--- config.mk ---
export PLATFORM = sky130hd
export DESIGN_NAME = exec_sequencer
export DESIGN_NICKNAME = d
export VERILOG_FILES = /design/src/rtl/exec_sequencer.sv
export SDC_FILE = /design/constraint.sdc
export NUM_CORES = 1
export LEC_CHECK = 0
export ABC_AREA = 1
export ABC_CLOCK_PERIOD_IN_PS = 1760
export CORE_UTILIZATION = 51
export DETAILED_ROUTE_END_ITERATION = 16
export GPL_ROUTABILITY_DRIVEN = 0
export PLACE_DENSITY = 0.86
export SLEW_MARGIN = 20
export SYNTH_ARGS = -nofsm -noshare
export SYNTH_HDL_FRONTEND = slang
export SYNTH_SLANG_ARGS = --single-unit
--- constraint.sdc ---
create_clock -name clock -period 1.76 [get_ports clock]
set_clock_uncertainty 0.1 [all_clocks]
set_input_delay 0.44 -clock clock [delete_from_list [all_inputs] [get_ports clock]]
set_output_delay 0.44 -clock clock [all_outputs]
set_load 0.02 [all_outputs]
--- src/rtl/exec_sequencer.sv ---
// Instruction-execution sequencer: steps each instruction through issue, optional
// read/write memory phases with wait-state and ready-timeout handling, then retire.
//
// state   | meaning
// --------+-----------------------------------------------------------
// STOPPED | idle; waits for a step rising edge
// ISSUE   | latch decoded read/write needs, pick first phase
// READ    | memory read: wait-state countdown, then wait for mem_ready
// WRITE   | memory write: wait-state countdown, then wait for mem_ready
// RETIRE  | advance PC, count instruction, continue or stop
module exec_sequencer #(
   parameter int CNT_W      = 4,
   parameter int READ_WAIT  = 1,
   parameter int WRITE_WAIT = 1,
   parameter int TIMEOUT    = 15,
   parameter int RET_W      = 16
) (
   input  logic             clock,
   input  logic             resetn,
   input  logic             run_mode,
   input  logic             step,
   input  logic             halt_req,
   input  logic             needs_read,
   input  logic             needs_write,
   input  logic             mem_ready,
   output logic             pc_increment,
   output logic             load_enable,
   output logic             store_enable,
   output logic             mem_read_req,
   output logic             mem_write_req,
   output logic             running,
   output logic             fault,
   output logic [2:0]       state,
   output logic [RET_W-1:0] retired_count
);

   typedef enum logic [2:0] {
      ST_STOPPED = 3'd0,
      ST_ISSUE   = 3'd1,
      ST_READ    = 3'd2,
      ST_WRITE   = 3'd3,
      ST_RETIRE  = 3'd4
   } state_t;

   localparam logic [CNT_W-1:0] RD_WAIT  = CNT_W'(READ_WAIT);
   localparam logic [CNT_W-1:0] WR_WAIT  = CNT_W'(WRITE_WAIT);
   localparam logic [CNT_W-1:0] TMO_LAST = CNT_W'(TIMEOUT - 1);

   state_t           st;
   state_t           nxt;
   logic             step_q;
   logic             halt_pending;
   logic             op_rd;
   logic             op_wr;
   logic [CNT_W-1:0] wait_cnt;
   logic [CNT_W-1:0] tmo_cnt;

   logic step_rise;
   logic in_mem;
   logic rd_done;
   logic wr_done;
   logic tmo_hit;

   assign step_rise = step & ~step_q;
   assign in_mem    = (st == ST_READ) || (st == ST_WRITE);
   // Completion strobes depend on mem_ready in the same cycle, so they are
   // decoded from the registered state rather than registered themselves.
   assign rd_done   = (st == ST_READ) && op_rd && (wait_cnt == '0) && mem_ready;
   assign wr_done   = (st == ST_WRITE) && (wait_cnt == '0) && mem_ready;
   assign tmo_hit   = in_mem && (wait_cnt == '0) && !mem_ready && (tmo_cnt == TMO_LAST);

   assign load_enable  = rd_done;
   assign store_enable = wr_done;
   assign state        = st;

   always_comb begin
      nxt = st;
      case (st)
         ST_STOPPED: if (step_rise) nxt = ST_ISSUE;
         ST_ISSUE: begin
            if (needs_read)       nxt = ST_READ;
            else if (needs_write) nxt = ST_WRITE;
            else                  nxt = ST_RETIRE;
         end
         ST_READ: begin
            if (rd_done)      nxt = op_wr ? ST_WRITE : ST_RETIRE;
            else if (tmo_hit) nxt = ST_STOPPED;
         end
         ST_WRITE: begin
            if (wr_done)      nxt = ST_RETIRE;
            else if (tmo_hit) nxt = ST_STOPPED;
         end
         ST_RETIRE: begin
            if (halt_pending || halt_req || !run_mode) nxt = ST_STOPPED;
            else                                       nxt = ST_ISSUE;
         end
         default: nxt = ST_STOPPED;
      endcase
   end

   always_ff @(posedge clock) begin
      if (!resetn) begin
         st            <= ST_STOPPED;
         step_q        <= 1'b0;
         halt_pending  <= 1'b0;
         op_rd         <= 1'b0;
         op_wr         <= 1'b0;
         wait_cnt      <= '0;
         tmo_cnt       <= '0;
         fault         <= 1'b0;
         retired_count <= '0;
         pc_increment  <= 1'b0;
         mem_read_req  <= 1'b0;
         mem_write_req <= 1'b0;
         running       <= 1'b0;
      end else begin
         st            <= nxt;
         step_q        <= step;
         running       <= (nxt != ST_STOPPED);
         mem_read_req  <= (nxt == ST_READ);
         mem_write_req <= (nxt == ST_WRITE);
         pc_increment  <= (nxt == ST_RETIRE);

         // A halt seen together with the starting step still lets one instruction run.
         if (st == ST_STOPPED) begin
            if (step_rise) halt_pending <= halt_req;
         end else if (halt_req) begin
            halt_pending <= 1'b1;
         end

         if ((st == ST_STOPPED) && step_rise) fault <= 1'b0;
         else if (tmo_hit)                    fault <= 1'b1;

         if (st == ST_RETIRE) retired_count <= retired_count + 1'b1;

         if (st == ST_ISSUE) begin
            op_rd    <= needs_read;
            op_wr    <= needs_write;
            wait_cnt <= needs_read ? RD_WAIT : WR_WAIT;
            tmo_cnt  <= '0;
         end else if (rd_done && op_wr) begin
            wait_cnt <= WR_WAIT;
            tmo_cnt  <= '0;
         end else if (in_mem) begin
            if (wait_cnt != '0)  wait_cnt <= wait_cnt - 1'b1;
            else if (!mem_ready) tmo_cnt  <= tmo_cnt + 1'b1;
         end
      end
   end

endmodule

==> reports/summary.txt, run 1 <==
Share of cells above drive strength 1 = 0.254
Fin. Hold Viols = 0
Crit end category = primary output
Status = finished, violations left
Comb power frac = 0.128
Switch Pwr = 0.000409 W
CTS tree = done
Top cells by area, synth = dfxtp_1 (40%), inv_1 (8.2%), nand2_1 (8.2%), a21oi_1 (6.7%), nor2_1 (5.2%)
Syn nets = 252
Failing checks = setup timing
First-pass DRT Iterations = 4
Number of enable flip-flop cells after synthesis = 0
Crit path depth = 5
Die span in x = 61.2 um
Post-DP HPWL = 2950 um
Fill cell count = 289
Die ar. = 3750 um^2
Area grow syn2layout = 39.5%
Layout net count = 319
CP max-delay cell = dfxtp_2
Sw frac = 0.250
Share of the synthesized area in the top cell type = 0.403
IO buf count = 33
H-Tree Depth = 2
Remaining antenna violation count = 0
Depth of the most critical reg-to-reg path = 13
Multi-input logic area = 962 um^2
Die Y = 61.2 um
Ys flop type = dfxtp_1
Power Dens Cells = 655 nW/um^2
Worst skew pair latency = 350 ps
Post-synthesis register bit count = 36
Worst hold path type = reg2reg
CP required = 1220 ps
Initial antenna violation count = 0
CTS root buffer = clkbuf_4
Initial Util = 0.536
Unrepaired setup endpoints after global routing = yes
Avg WL per Cell = 11.3 um
Synth Instances = 239
Vias per cell = 4.91
Total CTS buffers = 5
Slew margin rel. = 0.755
# IOs = 34
Maxcap violations = 0
Yosys Warn Count = 0
# rows = 21
First DRT Iteration DRCs = 81
Cts hold-fix bufs = 0
Critical path type = reg2out
Pleak = 1.20 nW
Peak VDD IR = 0.516 mV
WP data arrival = 1280 ps
DRC errors left = 0
Hold-critical path depth = 2
Worst-margin pin slew = 367 ps
Clk pwr share = 0.354
Via count = 1732
Gr ovfl total = 0
Setup_tns = -72.9 ps
Ant. Diodes = 0
Fin crit period = 1820 ps
Worst Path Buf+Inv = 2
Asr flop ratio synth = 0
Setup WS post-layout = -55.3 ps
Max-slew violation count = 0
R2R Path Start = wait_cnt[0]
Clock sink count = 36
Core Footprint = 3340 um^2
Post-synth top cells = inv_1 (39), nand2_1 (39), dfxtp_1 (36)
Setup violators final = 2
First-pass GRT wire length = 6070 um
Crit-path max cell delay = 340 ps
Total track usage = 0.225
Final wirelength = 3990 um
Post-synth top area cell = dfxtp_1
Cell variety after synth = 33
Critical-path cell list = inv_2, ha_4, nand3_2, nor2_4, buf_6
Max Fclk = 0.551 GHz
Sequential share of power = 0.518
Mapped Area = 1790 um^2
Register Area = 726 um^2
Reg clk slew, reported paths = 120 ps
Crit-path max FO = 3
CP startpoint = wait_cnt[0]
Vias in the first global route = 1501
Hold_sp = fault
Largest net degree at the start of global routing = 13
Crit start category = flop
Register area share after synthesis = 0.403
CP top delay family = flip-flops
Post-Place Worst Slack = -631 ps
Syn_area_per_cell = 7.48 um^2
Max Buffers Root-to-Sink = 2
Cell-internal power = 0.00123 W
Period utilisation layout = 1.03
==> area by class of cell <==
class,instances,area share
multi-input cells,160,0.386
flip-flops and latches,36,0.291
repair buffers,63,0.208
inverters,40,0.0602
well taps,46,0.0231
clock inverters,3,0.0171
clock buffers,5,0.0150
==> per-stage QoR <==
stage / instances / area (um^2) / util / total power [W] / hold slack, ps
finish: 353 / 2490 / 0.748 / 0.00164 / 352
floorplan: 239 / 1790 / - / 0.000969 / 345
detailed placement: 340 / 2350 / 0.705 / 0.00106 / 338
global placement: 340 / 2350 / 0.705 / 0.00105 / 337
global route: 353 / 2490 / 0.748 / 0.00170 / 385
CTS: 353 / 2470 / 0.741 / 0.00164 / 354
==> cells by family after synthesis <==
logic type      count (synthesis)  synth area share
compound gates                 38             0.115
xor+xnor                        5            0.0245
fa+ha+maj                       5            0.0350
buf+inv                        43            0.0910
flops                          36             0.403
simple gates                  112             0.331
==> per-layer routing <==
| metal | global-route usage | vias up | wire [um] |
|---|---|---|---|
| li1 | - | 899 | - |
| met1 | 0.236 | 791 | 1710 |
| met2 | 0.421 | 38 | 2080 |
| met3 | 0.0630 | 4 | 151 |
| met4 | 0.0909 | 0 | 49 |
| met5 | 0 | - | 0 |
==> layout by cell type (no fill, tap or decap), drive strengths merged, types with 2 or more instances in the layout <==
cell / instances
or2: 3
inv: 40
xnor2: 2
o21ai: 8
nand3: 20
buf: 32
nor2: 32
dlygate4sd2: 23
a21oi: 26
dfxtp: 36
ha: 5
nor3: 6
clkbuf: 7
clkdlybuf4s50: 6
o21a: 2
nand4: 5
xor2: 3
nand2: 42
==> power groups by stage <==
| stage | logic, W | clock network, W | registers [W] |
|---|---|---|---|
| after floorplan | 0.0000926 | 0 | 0.000876 |
| after global placement | 0.000190 | 0 | 0.000863 |
| after CTS | 0.000204 | 0.000592 | 0.000846 |
| after detailed placement | 0.000195 | 0 | 0.000864 |
| after global routing | 0.000229 | 0.000620 | 0.000849 |
| final | 0.000209 | 0.000579 | 0.000846 |
==> state kept, by name (all words and copies together) (netlist names) <==
name	flops
tmo_cnt	4
op_rd	1
retired_count	16
op_wr	1
running	1
step_q	1
halt_pending	1
pc_increment	1
mem_read_req	1
fault	1
mem_write_req	1
state	3
wait_cnt	4
==> worst paths after layout <==
path	slack, ps	to
setup / recovery	-60	load_enable
setup reg to reg	50	running
hold / removal	350	fault
hold reg to reg	350	fault
==> tightest hold or removal path, cell delays in order, from the launching register on <==
cell and delay [ps]:
dfxtp_1 330, inv_1 40, a21oi_1 50
==> what timing repair did <==
action	CTS	global route
endpoints found under the setup margin	26	12
pin swaps	2	3
cloned	0	0
buffers inserted	5	0
resized for setup	51	11
Note: power is estimated with default switching activity, not from simulation.
==> run 2: changes to the inputs <==
Settings changed: ABC_AREA 1 to default.
==> reports/summary.txt, run 2 <==
Status = finished, violations left
Failing checks = setup timing
Commonest non-fill, non-tap cells in the layout = buf_4 (33), dfxtp_1 (32), dlygate4sd2_1 (22), and2_1 (17)
Post-DP HPWL = 2770 um (-6.0%)
Vias per cell = 5.36 (+9.2%)
IO buf count = 33 (unchanged)
Max-slew violation count = 0 (unchanged)
CTS tree = done
Post-synthesis register bit count = 36 (unchanged)
Pleak = 1.14 nW (-5.7%)
Clock sink count = 36 (unchanged)
CP startpoint = wait_cnt[1]
DRC errors left = 0 (unchanged)
Fin. Hold Viols = 0 (unchanged)
Cts hold-fix bufs = 0 (unchanged)
Asr flop ratio synth = 0 (unchanged)
R2R Path Start = wait_cnt[0]
First-pass GRT wire length = 7180 um (+18%)
Die ar. = 3620 um^2 (-3.4%)
Depth of the most critical reg-to-reg path = 8 (-5)
Final core utilization = 0.817 (+0.0691)
Crit-path max FO = 3 (unchanged)
Clk pwr share = 0.322 (-0.032)
Worst hold slack = 393 ps (+41.0 ps)
Period utilisation layout = 1.14 (+0.110)
Area grow syn2layout = 48.1%
Avg WL per Cell = 15.1 um (+33%)
Critical path type = reg2out
Multi-input logic area = 1060 um^2 (+11%)
Worst hold path type = reg2reg
Share of the synthesized area in the top cell type = 0.418 (+0.0146)
H-Tree Depth = 2 (unchanged)
Worst-margin pin slew = 320 ps (-47.6 ps)
Post-Place Worst Slack = -806 ps (-176 ps)
Top cells by area, synth = dfxtp_1 (42%), xnor2_1 (6.6%), and2_1 (6.5%), ha_1 (3.6%), nor2_1 (3.0%)
Synth Instances = 186 (-22%)
# rows = 20 (-4.8%)
Setup_tns = -1770 ps (-1700 ps)
Power Dens Cells = 691 nW/um^2 (+5.4%)
Yosys Warn Count = 0 (unchanged)
Initial Util = 0.552 (+0.0158)
Peak VDD IR = 0.539 mV (+4.4%)
Commonest non-fill, non-tap cell in the layout = buf_4
Switch Pwr = 0.000454 W (+11%)
CP endpoint = store_enable
Syn nets = 199 (-21%)
Final wirelength = 4600 um (+15%)
Worst skew pair latency = 330 ps (-20 ps)
Comb power frac = 0.192 (+0.064)
Total track usage = 0.275 (+0.0501)
Layout net count = 273 (-14%)
Total CTS buffers = 5 (unchanged)
Largest net degree at the start of global routing = 22 (+9)
WP data arrival = 1470 ps (+190 ps)
Slew margin rel. = 0.786 (+0.0311)
Fin crit period = 2010 ps (+194 ps)
Mapped Area = 1730 um^2 (-3.5%)
Crit start category = flop
Setup WS post-layout = -249 ps (-194 ps)
First-pass DRT Iterations = 5 (+1)
Gr ovfl total = 0 (unchanged)
Register area share after synthesis = 0.418 (+0.0146)
Ant. Diodes = 0 (unchanged)
Post-synth top area cell = dfxtp_1
Remaining antenna violation count = 0 (unchanged)
Vias in the first global route = 1616 (+7.7%)
Syn_area_per_cell = 9.28 um^2 (+24%)
Hold_sp = fault
Number of enable flip-flop cells after synthesis = 0 (unchanged)
Setup violators final = 15 (+13)
Max reg flops = 16 (unchanged)
Die Y = 60.2 um (-1.7%)
Sw frac = 0.257 (+0.00668)
Cell variety after synth = 39 (+18%)
Most frequent cell after synthesis = dfxtp_1
Core Footprint = 3130 um^2 (-6.3%)
Reg clk slew, reported paths = 110 ps (about the same)
R2R Setup Slk = -240 ps (-290 ps)
CP required = 1220 ps (about the same)
Cell-internal power = 0.00131 W (+7.0%)
Via count = 1634 (-5.7%)
First DRT Iteration DRCs = 63 (-22%)
Fill cell count = 189 (-35%)
Max Fclk = 0.498 GHz (-9.7%)
CTS root buffer = clkbuf_4
Max Buffers Root-to-Sink = 2 (unchanged)
Die span in x = 60.2 um (-1.7%)
Maxcap violations = 0 (unchanged)
Most flops, register = retired_count
Worst R2R End = mem_read_req
Top flop regs = retired_count: 16 flops, tmo_cnt: 4 flops, wait_cnt: 4 flops
Post-synth top cells = dfxtp_1 (36), and2_1 (18), nor2_1 (14)
Unrepaired setup endpoints after global routing = yes
Sequential share of power = 0.486 (-0.032)
Crit end category = primary output
Register Area = 728 um^2 (+0.34%)
Share of cells above drive strength 1 = 0.322 (+0.0678)
Initial antenna violation count = 0 (unchanged)
# IOs = 34 (unchanged)
Ys flop type = dfxtp_1
run 2: cells by family after synthesis:
kind of cell / Yosys count / synth area share
compound gates: 18 / 0.0674
xor+xnor: 19 / 0.0964
fa+ha+maj: 5 / 0.0363
buf+inv: 12 / 0.0290
flops: 36 / 0.418
mux: 3 / 0.0174
simple gates: 93 / 0.336
run 2: cell type report:
class | count | share of cell area
clock buffers | 6 | 0.0162
repair buffers | 72 | 0.237
clock inverters | 2 | 0.0137
well taps | 44 | 0.0215
flip-flops and latches | 36 | 0.285
multi-input cells | 138 | 0.416
inverters | 7 | 0.0103
run 2: per-layer routing:
layer,up-vias,track usage,part of all wire
li1,781,-,-
met1,761,0.286,0.38
met2,69,0.479,0.52
met3,23,0.0649,0.052
met4,0,0.199,0.043
met5,-,0,0
run 2: power groups by stage:
stage                     clock, W  sequential, W  combinational (W)
after floorplan                  0       0.000885           0.000129
after global placement           0       0.000871           0.000269
after detailed placement         0       0.000871           0.000275
after CTS                 0.000582       0.000855           0.000295
after global routing      0.000617       0.000860           0.000361
final                     0.000568       0.000857           0.000339
run 2: repair_timing:
item                                    in CTS  in global routing
gates cloned                                 0                  1
gates resized for setup                     66                 12
buffers inserted                             5                  5
pin swaps                                   15                 16
endpoints found under the setup margin      41                 27
run 2: worst min path at each step:
stage	end	slack (ps)	cells past startpoint
2_1_floorplan	halt_pending	350	2
3_3_place_gp	halt_pending	370	2
3_5_place_dp	halt_pending	380	2
4_1_cts	halt_pending	410	2
5_1_grt	fault	410	1
6_report	fault	390	1
run 2: worst max-delay path: stages (launching register included):
cell and delay (ps):
dfxtp_2 350, inv_2 80, ha_4 150, and4bb_2 260, and3_4 190, buf_6 110
run 2: metrics by stage:
stage                     area, um^2  power, W  std cells
final                           2550   0.00176        305
after detailed placement        2340   0.00115        289
after global routing            2550   0.00184        305
after global placement          2340   0.00114        289
after CTS                       2500   0.00173        300
after floorplan                 1750   0.00101        186
==> run 3: changes to the inputs <==
Settings changed: CORE_UTILIZATION 51 to 53, DONT_BUFFER_PORTS from default to 1, PLACE_DENSITY 0.86 to 0.67.
==> reports/summary.txt, run 3 (synthesis results as in run 2) <==
Status = finished, violations left
Failing checks = setup timing
Vias in the first global route = 1413 (-13%)
Initial antenna violation count = 0 (unchanged)
Max Buffers Root-to-Sink = 2 (unchanged)
Crit end category = primary output
Register Area = 729 um^2 (+0.17%)
CP startpoint = state[2]
WP data arrival = 1390 ps (-80 ps)
Worst-margin pin slew = 366 ps (+46.0 ps)
Worst skew pair latency = 350 ps (+20 ps)
Cts hold-fix bufs = 0 (unchanged)
Crit start category = flop
Avg WL per Cell = 13.9 um (-8.0%)
CP required = 1220 ps (about the same)
Most flops, register = retired_count
R2R Setup Slk = -140 ps (+100 ps)
Hold path endpoint = wait_cnt[0]
Post-Place Worst Slack = -154 ps (+653 ps)
Die Y = 59.1 um (-1.8%)
Worst R2R End = mem_read_req
Worst hold slack = 106 ps (-287 ps)
Depth of the most critical reg-to-reg path = 7 (-1)
Max-slew violation count = 0 (unchanged)
Final core utilization = 0.710 (-0.107)
Total CTS buffers = 5 (unchanged)
Period utilisation layout = 1.09 (-0.0473)
Fill cell count = 240 (+27%)
CTS root buffer = clkbuf_4
Die span in x = 59.1 um (-1.8%)
Worst hold path type = in2reg
Via count = 1424 (-13%)
H-Tree Depth = 2 (unchanged)
Setup violators final = 11 (-4)
Peak VDD IR = 0.470 mV (-13%)
Max reg flops = 16 (unchanged)
Post-DP HPWL = 2560 um (-7.8%)
Die ar. = 3490 um^2 (-3.7%)
R2R Path Start = wait_cnt[0]
Finished Layout Cells = 265 (-13%)
DRC errors left = 0 (unchanged)
Largest net degree at the start of global routing = 32 (+45%)
Commonest non-fill, non-tap cells in the layout = dfxtp_1 (31), buf_4 (31), and2_1 (17), nor2_1 (14), xnor2_1 (13)
Final wirelength = 3680 um (-20%)
Clock sink count = 36 (unchanged)
Fin. Hold Viols = 0 (unchanged)
Area grow syn2layout = 26.6%
Initial Util = 0.561 (+0.00897)
First-pass GRT wire length = 6000 um (-16%)
Hold-critical path depth = 1 (unchanged)
Critical path type = reg2out
Max Fclk = 0.519 GHz (+4.3%)
Power Dens Cells = 726 nW/um^2 (+5.0%)
Top flop regs = retired_count: 16 flops, tmo_cnt: 4 flops, wait_cnt: 4 flops
Vias per cell = 5.37 (+0.30%)
Final Instance Area = 2180 um^2 (-14%)
Pleak = 0.886 nW (-22%)
Unrepaired setup endpoints after global routing = yes
Gr ovfl total = 0 (unchanged)
CTS tree = done
# rows = 20 (unchanged)
Setup WS post-layout = -166 ps (+83.2 ps)
Multi-input logic area = 1050 um^2 (-0.94%)
Fin crit period = 1930 ps (-83.2 ps)
Inst Count DP = 251 (-13%)
Core Footprint = 3080 um^2 (-1.6%)
First DRT Iteration DRCs = 41 (-35%)
IO buf count = 0 (-100%)
Ant. Diodes = 0 (unchanged)
First-pass DRT Iterations = 4 (-1)
Slew margin rel. = 0.756 (-0.0301)
Total track usage = 0.231 (-0.0439)
# IOs = 34 (unchanged)
Maxcap violations = 0 (unchanged)
Reg clk slew, reported paths = 110 ps (about the same)
Crit-path max FO = 6 (+3)
Remaining antenna violation count = 0 (unchanged)
Hold_sp = resetn
Cell area after placement = 1970 um^2 (-16%)
Layout net count = 234 (-14%)
Share of cells above drive strength 1 = 0.326 (+0.00395)
[run 3: cell count changes in the layout (fill, tap and decap cells not counted), sizes merged]
cell	delta
dlygate4sd2	-22
buf	-8
clkdlybuf4s50	-6
bufinv	-1
clkbuf	-1
clkdlybuf4s15	-1
clkinv	-1
[run 3: per-stage QoR]
stage                     total power [W]  TNS, ps
final                             0.00159     -985
after global routing              0.00165    -2020
after CTS                         0.00157     -721
after detailed placement          0.00106     -676
after global placement            0.00105     -332
after floorplan                   0.00101    -27.9
[run 3: repair_timing]
action	4_1_cts	5_1_grt
buffers inserted	2	6
pin swaps	5	18
endpoints found under the setup margin	14	25
resized for setup	18	12
[run 3: layout make-up]
type | count | area share
multi-input combinational | 138 | 0.482
sequential | 36 | 0.334
timing repair buffer | 33 | 0.117
clock buffer | 7 | 0.0298
tap | 44 | 0.0252
inverter | 7 | 0.0120
[run 3: worst max path at each step]
stage / cells past startpoint / slack [ps] / to
global route: 7 / -240 / mem_read_req
finish: 3 / -170 / load_enable
floorplan: 7 / -20 / mem_read_req
global placement: 7 / -100 / running
detailed placement: 7 / -150 / running
CTS: 4 / -160 / store_enable
[run 3: worst max-delay path: stages (launching register included)]
cell and delay, ps:
dfxtp_2 410, and2b_2 270, buf_4 150, and3_4 200
[run 3: report_power, final]
| part | switching, W | internal, W |
|---|---|---|
| clock | 0.000273 | 0.000227 |
| combinational | 0.000106 | 0.000112 |
| sequential | 0.0000268 | 0.000840 |
| total | 0.000406 | 0.00118 |
[run 3: metal layers]
layer / vias to the layer above / track usage / wire [um]
met5: - / 0 / 0
met3: 9 / 0.0808 / 201
met1: 675 / 0.248 / 1550
li1: 701 / - / -
met2: 39 / 0.417 / 1860
met4: 0 / 0.0850 / 65
